$ cat src/rtl/mem_arbiter_pkg.sv
// Shared encodings for the IF/LSU memory arbiter: FSM states and byte-enable patterns.
package mem_arbiter_pkg;

  typedef enum logic [1:0] {
    IDLE     = 2'd0,
    IF_WAIT  = 2'd1,
    LSU_WAIT = 2'd2,
    LSU_ERR  = 2'd3
  } arb_state_e;

  localparam logic [3:0] BE_WORD    = 4'hF;
  localparam logic [3:0] BE_HALF_LO = 4'h3;
  localparam logic [3:0] BE_HALF_HI = 4'hC;

endpackage

$ cat src/rtl/arb_starve_ctr.sv
// Saturating count of fetch losses; at_max tells the arbiter to let the fetch through.
module arb_starve_ctr #(
  parameter int MAX = 3
) (
  input  logic clk_in,
  input  logic reset_n,
  input  logic inc,
  input  logic clr,
  output logic at_max
);

  logic [3:0] cnt;

  always_ff @(posedge clk_in or negedge reset_n) begin
    if (!reset_n) begin
      cnt <= '0;
    end else if (clr) begin
      cnt <= '0;
    end else if (inc && (cnt != 4'(MAX))) begin
      cnt <= cnt + 4'd1;
    end
  end

  assign at_max = (cnt == 4'(MAX));

endmodule

$ cat src/rtl/mem_arbiter.sv
// Shares one single-ported memory between instruction fetch and load/store,
// with one outstanding transaction and local rejection of misaligned LSU accesses.
module mem_arbiter #(
  parameter int XLEN       = 32,
  parameter int STARVE_MAX = 3
) (
  input  logic            clk_in,
  input  logic            reset_n,
  input  logic            if_req_in,
  input  logic [XLEN-1:0] if_addr_in,
  output logic            if_gnt_out,
  output logic            if_rvalid_out,
  output logic [XLEN-1:0] if_rdata_out,
  input  logic            lsu_req_in,
  input  logic            lsu_we_in,
  input  logic [3:0]      lsu_be_in,
  input  logic [XLEN-1:0] lsu_addr_in,
  input  logic [XLEN-1:0] lsu_wdata_in,
  output logic            lsu_gnt_out,
  output logic            lsu_rvalid_out,
  output logic [XLEN-1:0] lsu_rdata_out,
  output logic            lsu_err_out,
  output logic            mem_req_out,
  output logic            mem_we_out,
  output logic [3:0]      mem_be_out,
  output logic [XLEN-1:0] mem_addr_out,
  output logic [XLEN-1:0] mem_wdata_out,
  input  logic            mem_gnt_in,
  input  logic            mem_rvalid_in,
  input  logic [XLEN-1:0] mem_rdata_in
);
  import mem_arbiter_pkg::*;

  arb_state_e state, state_nxt;
  logic       lsu_store_q;
  logic       starve_max, starve_inc, starve_clr;
  logic       lsu_win, if_win, lsu_bad;

  // Byte enables must describe a naturally aligned byte, half or word at addr[1:0].
  function automatic logic misaligned(input logic [3:0] be, input logic [1:0] off);
    case (be)
      4'h1:       misaligned = (off != 2'd0);
      4'h2:       misaligned = (off != 2'd1);
      4'h4:       misaligned = (off != 2'd2);
      4'h8:       misaligned = (off != 2'd3);
      BE_HALF_LO: misaligned = (off != 2'd0);
      BE_HALF_HI: misaligned = (off != 2'd2);
      BE_WORD:    misaligned = (off != 2'd0);
      default:    misaligned = 1'b1;
    endcase
  endfunction

  arb_starve_ctr #(.MAX(STARVE_MAX)) u_starve (
    .clk_in (clk_in),
    .reset_n(reset_n),
    .inc    (starve_inc),
    .clr    (starve_clr),
    .at_max (starve_max)
  );

  always_ff @(posedge clk_in or negedge reset_n) begin
    if (!reset_n) begin
      state       <= IDLE;
      lsu_store_q <= 1'b0;
    end else begin
      state <= state_nxt;
      if ((state == IDLE) && lsu_gnt_out) begin
        lsu_store_q <= lsu_we_in;
      end
    end
  end

  always_comb begin
    state_nxt      = state;
    if_gnt_out     = 1'b0;
    if_rvalid_out  = 1'b0;
    if_rdata_out   = '0;
    lsu_gnt_out    = 1'b0;
    lsu_rvalid_out = 1'b0;
    lsu_rdata_out  = '0;
    lsu_err_out    = 1'b0;
    mem_req_out    = 1'b0;
    mem_we_out     = 1'b0;
    mem_be_out     = '0;
    mem_addr_out   = '0;
    mem_wdata_out  = '0;
    starve_inc     = 1'b0;
    starve_clr     = 1'b0;
    lsu_win        = lsu_req_in && !(if_req_in && starve_max);
    if_win         = if_req_in && !lsu_win;
    lsu_bad        = misaligned(lsu_be_in, lsu_addr_in[1:0]);

    case (state)
      IDLE: begin
        // Gated by reset_n so every output reads 0 while reset is held.
        if (reset_n) begin
          if (lsu_win) begin
            starve_inc = if_req_in && (lsu_bad || mem_gnt_in);
            if (lsu_bad) begin
              lsu_gnt_out = 1'b1;
              state_nxt   = LSU_ERR;
            end else begin
              mem_req_out   = 1'b1;
              mem_we_out    = lsu_we_in;
              mem_be_out    = lsu_be_in;
              mem_addr_out  = lsu_addr_in;
              mem_wdata_out = lsu_wdata_in;
              lsu_gnt_out   = mem_gnt_in;
              if (mem_gnt_in) state_nxt = LSU_WAIT;
            end
          end else if (if_win) begin
            mem_req_out  = 1'b1;
            mem_be_out   = BE_WORD;
            mem_addr_out = if_addr_in;
            if_gnt_out   = mem_gnt_in;
            if (mem_gnt_in) begin
              starve_clr = 1'b1;
              state_nxt  = IF_WAIT;
            end
          end
        end
      end
      IF_WAIT: begin
        if (mem_rvalid_in) begin
          if_rvalid_out = 1'b1;
          if_rdata_out  = mem_rdata_in;
          state_nxt     = IDLE;
        end
      end
      LSU_WAIT: begin
        if (mem_rvalid_in) begin
          lsu_rvalid_out = 1'b1;
          lsu_rdata_out  = lsu_store_q ? '0 : mem_rdata_in;
          state_nxt      = IDLE;
        end
      end
      LSU_ERR: begin
        lsu_rvalid_out = 1'b1;
        lsu_err_out    = 1'b1;
        state_nxt      = IDLE;
      end
      default: state_nxt = IDLE;
    endcase
  end

endmodule

$ cat config.mk
export PLATFORM = sky130hd
export DESIGN_NAME = mem_arbiter
export DESIGN_NICKNAME = d
export VERILOG_FILES = /design/src/rtl/mem_arbiter_pkg.sv /design/src/rtl/arb_starve_ctr.sv /design/src/rtl/mem_arbiter.sv
export SDC_FILE = /design/constraint.sdc
export NUM_CORES = 1
export LEC_CHECK = 0
export CAP_MARGIN = 10
export CORE_AREA = 5 5 104 106
export DETAILED_ROUTE_END_ITERATION = 10
export DIE_AREA = 0 0 109 111
export GPL_ROUTABILITY_DRIVEN = 0
export PLACE_DENSITY = 0.67
export SYNTH_ARGS = -nofsm -noshare
export SYNTH_HDL_FRONTEND = slang
export SYNTH_SLANG_ARGS = --single-unit
export TNS_END_PERCENT = 20
$ cat constraint.sdc
create_clock -name clk_in -period 6.3 [get_ports clk_in]
set_clock_uncertainty 0.05 [all_clocks]
set_input_delay 1.26 -clock clk_in [delete_from_list [all_inputs] [get_ports clk_in]]
set_output_delay 1.26 -clock clk_in [all_outputs]
set_load 0.05 [all_outputs]
# After elaboration in Yosys (flattened, before gate mapping)
# Cells that the tools add are included.
# totals
ff_bits,7
in_bits,139
output_inout_bits,139
# classes
n_addsub,1
eq_ne,20
mux,59
n_reduce_logical,16
# ops
operator,n
32-bit two-way mux,14
1-bit two-way mux,28
4-bit two-way mux,7
2-bit two-way mux,7
4-bit by 2-bit equality test with 1-bit output (second input constant),3
4-bit equality test (second input constant),3
3-bit != test (second input constant),3
1-bit logical AND,6
2-bit != test (second input constant),3
2-bit one-hot mux with 3 select lines,1
5-bit AND reduction,1
4-bit by 1-bit adder with 4-bit output (second input constant),1
2-bit equality test (second input constant),2
4-bit by 1-bit equality test with 1-bit output (second input constant),1
4-bit by 3-bit equality test with 1-bit output (second input constant),1
2-bit by 1-bit != test with 1-bit output (second input constant),2
4-bit by 2-bit != test with 1-bit output (second input constant),1
1-bit one-hot mux with 4 select lines,1
2-bit nonzero test,2
2-bit OR reduction,2
3-bit OR reduction,1
2-bit by 1-bit equality test with 1-bit output (second input constant),1
1-bit zero test,2
2-bit zero test,1
other kinds (2),2

# Logic depth before layout (Yosys ltp)
# logic_depth
depth_word,11
mapped_depth,9
mapped_depth_nobuf,7

# Hierarchy
# From an unflattened synthesis, not the netlist that was laid out.
# unflattened
hier_cells,263
area_unflattened_um2,1841.8
# by_module_without_submodules
mod,instances,cells_per_inst,area_per_inst_um2
mem_arbiter,1,243,1620.3
arb_starve_ctr,1,20,221.5

# Least setup slack after synthesis
# OpenSTA, ideal clock, no wires.
# synth_path
kind,input -> output
startpoint,in lsu_be_in[3]
endpoint,out mem_addr_out[10]
t_arrival_ns,2.771
path_slack_ns,2.219
cell_stages,7
n_path_buf,2
path_cell_list,nor4b_1 a211oi_2 o21ai_2 and2_1 buf_6 buf_6 a22o_1
# synth_between
elab_chain_len,7
word_cells_on_any_way,14
cone_classes,eq/ne (7); mux (5); reduce/logical (2)
# synth_lines
item,line,source
from (decl),mem_arbiter.sv:16,"input logic [3:0] lsu_be_in,"
4-bit equality test (tied with other cells),mem_arbiter.sv:41,case (be)
3-bit OR reduction (no line) or 2-bit OR reduction (tied branches),-,
1-bit one-hot mux with 4 select lines *,mem_arbiter.sv:41,
32-bit two-way mux *,mem_arbiter.sv:99,if (lsu_bad) begin
32-bit two-way mux *,mem_arbiter.sv:97,if (lsu_win) begin
32-bit two-way mux *,mem_arbiter.sv:96,if (reset_n) begin
32-bit two-way mux *,mem_arbiter.sv:93,case (state)
to (decl),mem_arbiter.sv:26,"output logic [XLEN-1:0] mem_addr_out,"
# Every way passes the cells marked *; elsewhere a longest branch is shown, timed or not.

# Worst setup path after layout
# layout_path
startpoint,in if_req_in
endpoint,out lsu_gnt_out
# layout_between
elab_chain_len,6
# layout_lines
item,line,source
from (decl),mem_arbiter.sv:9,"input logic if_req_in,"
1-bit logical AND,mem_arbiter.sv:89,lsu_win = lsu_req_in && !(if_req_in && starve_max);
1-bit zero test,mem_arbiter.sv:89,
1-bit logical AND,mem_arbiter.sv:89,
1-bit two-way mux,mem_arbiter.sv:97,
1-bit two-way mux,mem_arbiter.sv:96,
1-bit two-way mux,mem_arbiter.sv:93,
to (decl),mem_arbiter.sv:19,"output logic lsu_gnt_out,"
# No other way between the ends.

==> results.md <==
Clock tree:
- The number of sinks driven by the clock tree is 7.
- TritonCTS built the clock tree.
- The clock passes through at most 2 buffers.
- The worst-skew pair later-pin latency is around 0.23 ns.
- The number of hold buffers added after cts is 0.
- The number of setup buffers added after CTS is 0.
- The post-cts sizing count is 0.
- Counting the buffers created by CTS gives 3.
- The deepest level of the CTS H-tree is 1.
- The clock transition time at the flip-flop clock pins of the worst setup and hold paths is roughly 0.04 ns.
- The root buffer cell chosen for the clock tree is clkbuf_8.

Worst setup path:
- The critical path depth in cells is 7.
- On the critical path, the stage with the largest delay is an instance of clkdlybuf4s50_1.
- The worst setup path is launched from an input port.
- The library cell appearing most often on the critical path is clkdlybuf4s50_1.
- The category of the worst setup path capture point is an output pin.
- The worst stage delay on the critical path is about 0.89 ns.
- The reg-to-reg critical path startpoint is u_starve.cnt[0].
- The buffering stage count on the worst path with inverters included is 3.
- Data on the critical path is required at its endpoint by 4.99 ns.
- The critical path goes through clkdlybuf4s50_1 > nand4bb_1 > and2_1 > and3_1 > buf_4 > a21boi_1 > clkdlybuf4s50_1.
- The worst-path maximum fanout is 35.
- In this run the register-to-register setup slack is 4.01 ns.
- The data arrival time of the critical path is 3.81 ns.
- The gate family responsible for the most delay along the worst path is buffers and inverters.
- The logic depth of the worst register-to-register path is 7.
- The worst register-to-register path ends at lsu_store_q.
- The worst setup path is of the input port to output pin kind.

Route:
- The remaining antenna violation count is 0.
- Across all layers, the routed design uses around 2800 vias.
- The number of optimization iterations in the first detailed-route pass is 4.
- After detailed routing, the number of vias per cell comes to about 4.5.
- After detailed routing, the number of remaining DRC violations is 0.
- After detailed routing, the total wire length is ~11 mm.
- The number of design-rule violations left by the first detailed-router iteration is between 150 and 200.
- Dividing the detail-routed wire length by the instance count gives around 18 um.

Floorplan:
- The die is 111 um tall.
- The die boundary width is between 100 and 150 um.
- The die outline area is about 0.012 mm^2.
- The effective utilization at floorplan is between 10% and 20%.
- For this design the top-level I/O count stands at around 280.
- The placeable core region is about 0.0097 mm^2.
- In this run the core area contains 36 standard-cell rows.

Synth:
- Counting flops with a built-in enable in the synthesized netlist gives 0.
- The dominant cell by count in the synthesized netlist is and3_1.
- The number of warnings issued by yosys is 0.
- The proportion of synthesized chip area in sequential cells is a little over a tenth.
- Synthesis instantiated 36 different standard cells from the library.
- Averaged over all synthesized cells, the footprint is roughly 7.3 um^2.
- The proportion of synthesized flip-flops having asynchronous set or reset is 100%.
- Ranked by total cell area, the synthesized netlist is headed by and3_1, a22o_1, and2_1.
- Summed over all instances, the cell type with the most area after synthesis is and3_1.
- In this run the cell area of the synthesized design comes to around 0.0017 mm^2.
- Summing the areas of all compound-gate instances in the mapped netlist gives 26.7% of the synthesized area.
- The synthesized netlist devotes 0% of its cell area to XOR and XNOR gates.
- By area, the combinational part of the netlist is dominated by simple AND/OR/NAND/NOR gates.
- The synthesized design contains 7 register bits.
- The post-synthesis adder-cell area fraction is approximately 4.5%.
- The commonest register cell after synthesis is dfrtp_1.
- The area share of and/or/nand/nor cells after synthesis is 48.6%.
- The number of nets in the synthesized netlist is approximately 380.
- After synthesis, the most frequently instantiated cells are and3_1, and2_1, a22o_1.
- Synthesis produced between 200 and 250 cells.
- Of the post-synthesis cell area, the dominant cell type holds between 20% and 30%.
- Measured against the total synthesized area, the mux share comes to ~1.9%.

Timing:
- In this run the tightest slew margin relative to its limit is a little under 40%.
- The count of final hold-check violations is 0.
- The setup TNS is 0 ns.
- The final critical-path required period is 5.12 ns.
- The count of final max-slew check failures is 0.
- The count of endpoints failing setup in the final report is 0.
- Dividing the final minimum period by the clock period gives 81.2%.
- Based on the critical path, the design can be clocked at up to roughly 200 MHz.
- Setup repair after global routing left no endpoint under its margin.
- For the pin with the worst max-slew slack, the measured transition is between 0.9 and 1 ns.

Power:
- Across the VDD grid, the largest voltage drop is ~130 uV.
- Per report_power, the combinational group accounts for around 84% of the total.
- The areal power density over the cells is 180 mW/mm^2.
- The standby leakage power is ~2.2 nW.
- Net switching is 53.4% of the power.
- The net load switching power is roughly 480 uW.
- The internal power of the cells totals around 420 uW.
- The sequential share of power is 9.0%.
- The share of power burned in the clock network is approximately 7.1%.

Global routing:
- The global-route wire length before repair is about 17 mm.
- Global routing used 17.5% of the available tracks.
- The total overflow left after global routing is 0.
- The via count of the first global-routing pass is 2909.
- The number of antenna violations at the first check in global routing is 0.
- Entering global routing, the biggest net connects 39 pins.

Worst hold path:
- The startpoint identified for the worst hold timing path is u_starve.cnt[2].
- The number of instances on the worst hold path is 1.
- The worst hold endpoint is u_starve.cnt[2].
- The min-delay analysis places its worst path in the category flop to flop.

Finish:
- For this run, the post-layout net count is 640.
- The number of antenna cells inserted is 0.
- The fraction of layout cells with a size suffix above 1 is a little under an eighth.
- Relative to the synthesized area, the layout overhead comes to 195%.
- Cells fill just over 50% of the core in the end.

Flow run:
- Across the run, the number of max-cap violations was 0.

Placed design:
- Input and output buffers added on the ports amount to approximately 280.
- Detailed placement ended at an HPWL of 9.40 mm.

Status:
- The flow ran to the end, and the final reports show no timing, DRC or antenna violations.
how the worst max path moves through the flow:
stage,from,end
2_1_floorplan,lsu_be_in[3],mem_addr_out[10]
3_3_place_gp,if_req_in,lsu_gnt_out
3_5_place_dp,if_req_in,lsu_gnt_out
4_1_cts,if_req_in,lsu_gnt_out
5_1_grt,if_req_in,lsu_gnt_out
6_report,if_req_in,lsu_gnt_out
through the flow:
step	cell area (um^2)	power, mW	std cells	hold slack, ns	setup slack [ns]
after floorplan	1680	0.504	231	0.431	2.22
after global placement	4920	0.824	623	0.468	1.21
after detailed placement	4920	0.831	623	0.481	1.20
after CTS	4970	0.899	627	0.489	1.18
after global routing	4970	0.940	627	0.509	1.05
final	4970	0.893	627	0.483	1.18
cells in the final DEF, fill, tap and decap left out, types with 2 or more instances in the layout:
master / Yosys / layout
clkdlybuf4s50_1: 0 / 240
and3_1: 66 / 66
buf_12: 0 / 37
and2_1: 35 / 35
a22o_1: 32 / 32
dfrtp_1: 7 / 7
nand2_1: 6 / 6
a21oi_1: 7 / 6
ha_1: 6 / 6
buf_4: 0 / 6
inv_1: 4 / 4
nor2_1: 4 / 4
nand3_1: 4 / 4
a21o_1: 4 / 4
nand2b_1: 3 / 3
o211ai_1: 3 / 3
clkbuf_8: 0 / 3
or2_2: 2 / 2
o2111ai_1: 2 / 2
o21ai_0: 2 / 2
nor2b_1: 2 / 2
mux2i_1: 2 / 2
registers in the layout, indices dropped and copies added, names as in the netlist:
signal / count
u_starve.cnt: 4
state: 2
lsu_store_q: 1
routing by layer:
metal | GRT usage, % | vias up | wire length [um]
met5 | 0 | - | 0
met3 | 3.20 | 10 | 536
met4 | 2.27 | 0 | 153
met1 | 21.0 | 1313 | 4450
li1 | - | 1388 | -
met2 | 32.6 | 93 | 6120
layout make-up:
cell class	instances	area, um^2
fillers	897	4720
repair buffers	283	3190
multi-input cells	196	1380
flip-flops and latches	7	175
well taps	133	166
clock buffers	3	41.3
inverters	4	15.0
clock inverters	1	5.00
power groups by stage:
| stage | Combinational, mW | Clock [mW] | Sequential (mW) |
|---|---|---|---|
| global route | 0.788 | 0.0682 | 0.0845 |
| detailed placement | 0.750 | 0 | 0.0810 |
| global placement | 0.744 | 0 | 0.0804 |
| CTS | 0.753 | 0.0647 | 0.0806 |
| finish | 0.749 | 0.0632 | 0.0807 |
| floorplan | 0.429 | 0 | 0.0752 |
cells by family after synthesis:
family                   Yosys count
flip-flops                         7
AO/OA/AOI/OAI                     56
adder cells (fa/ha/maj)            6
multiplexers                       3
AND/OR/NAND/NOR                  131
buffers and inverters             28
Note: power is estimated with default switching activity, not from simulation.
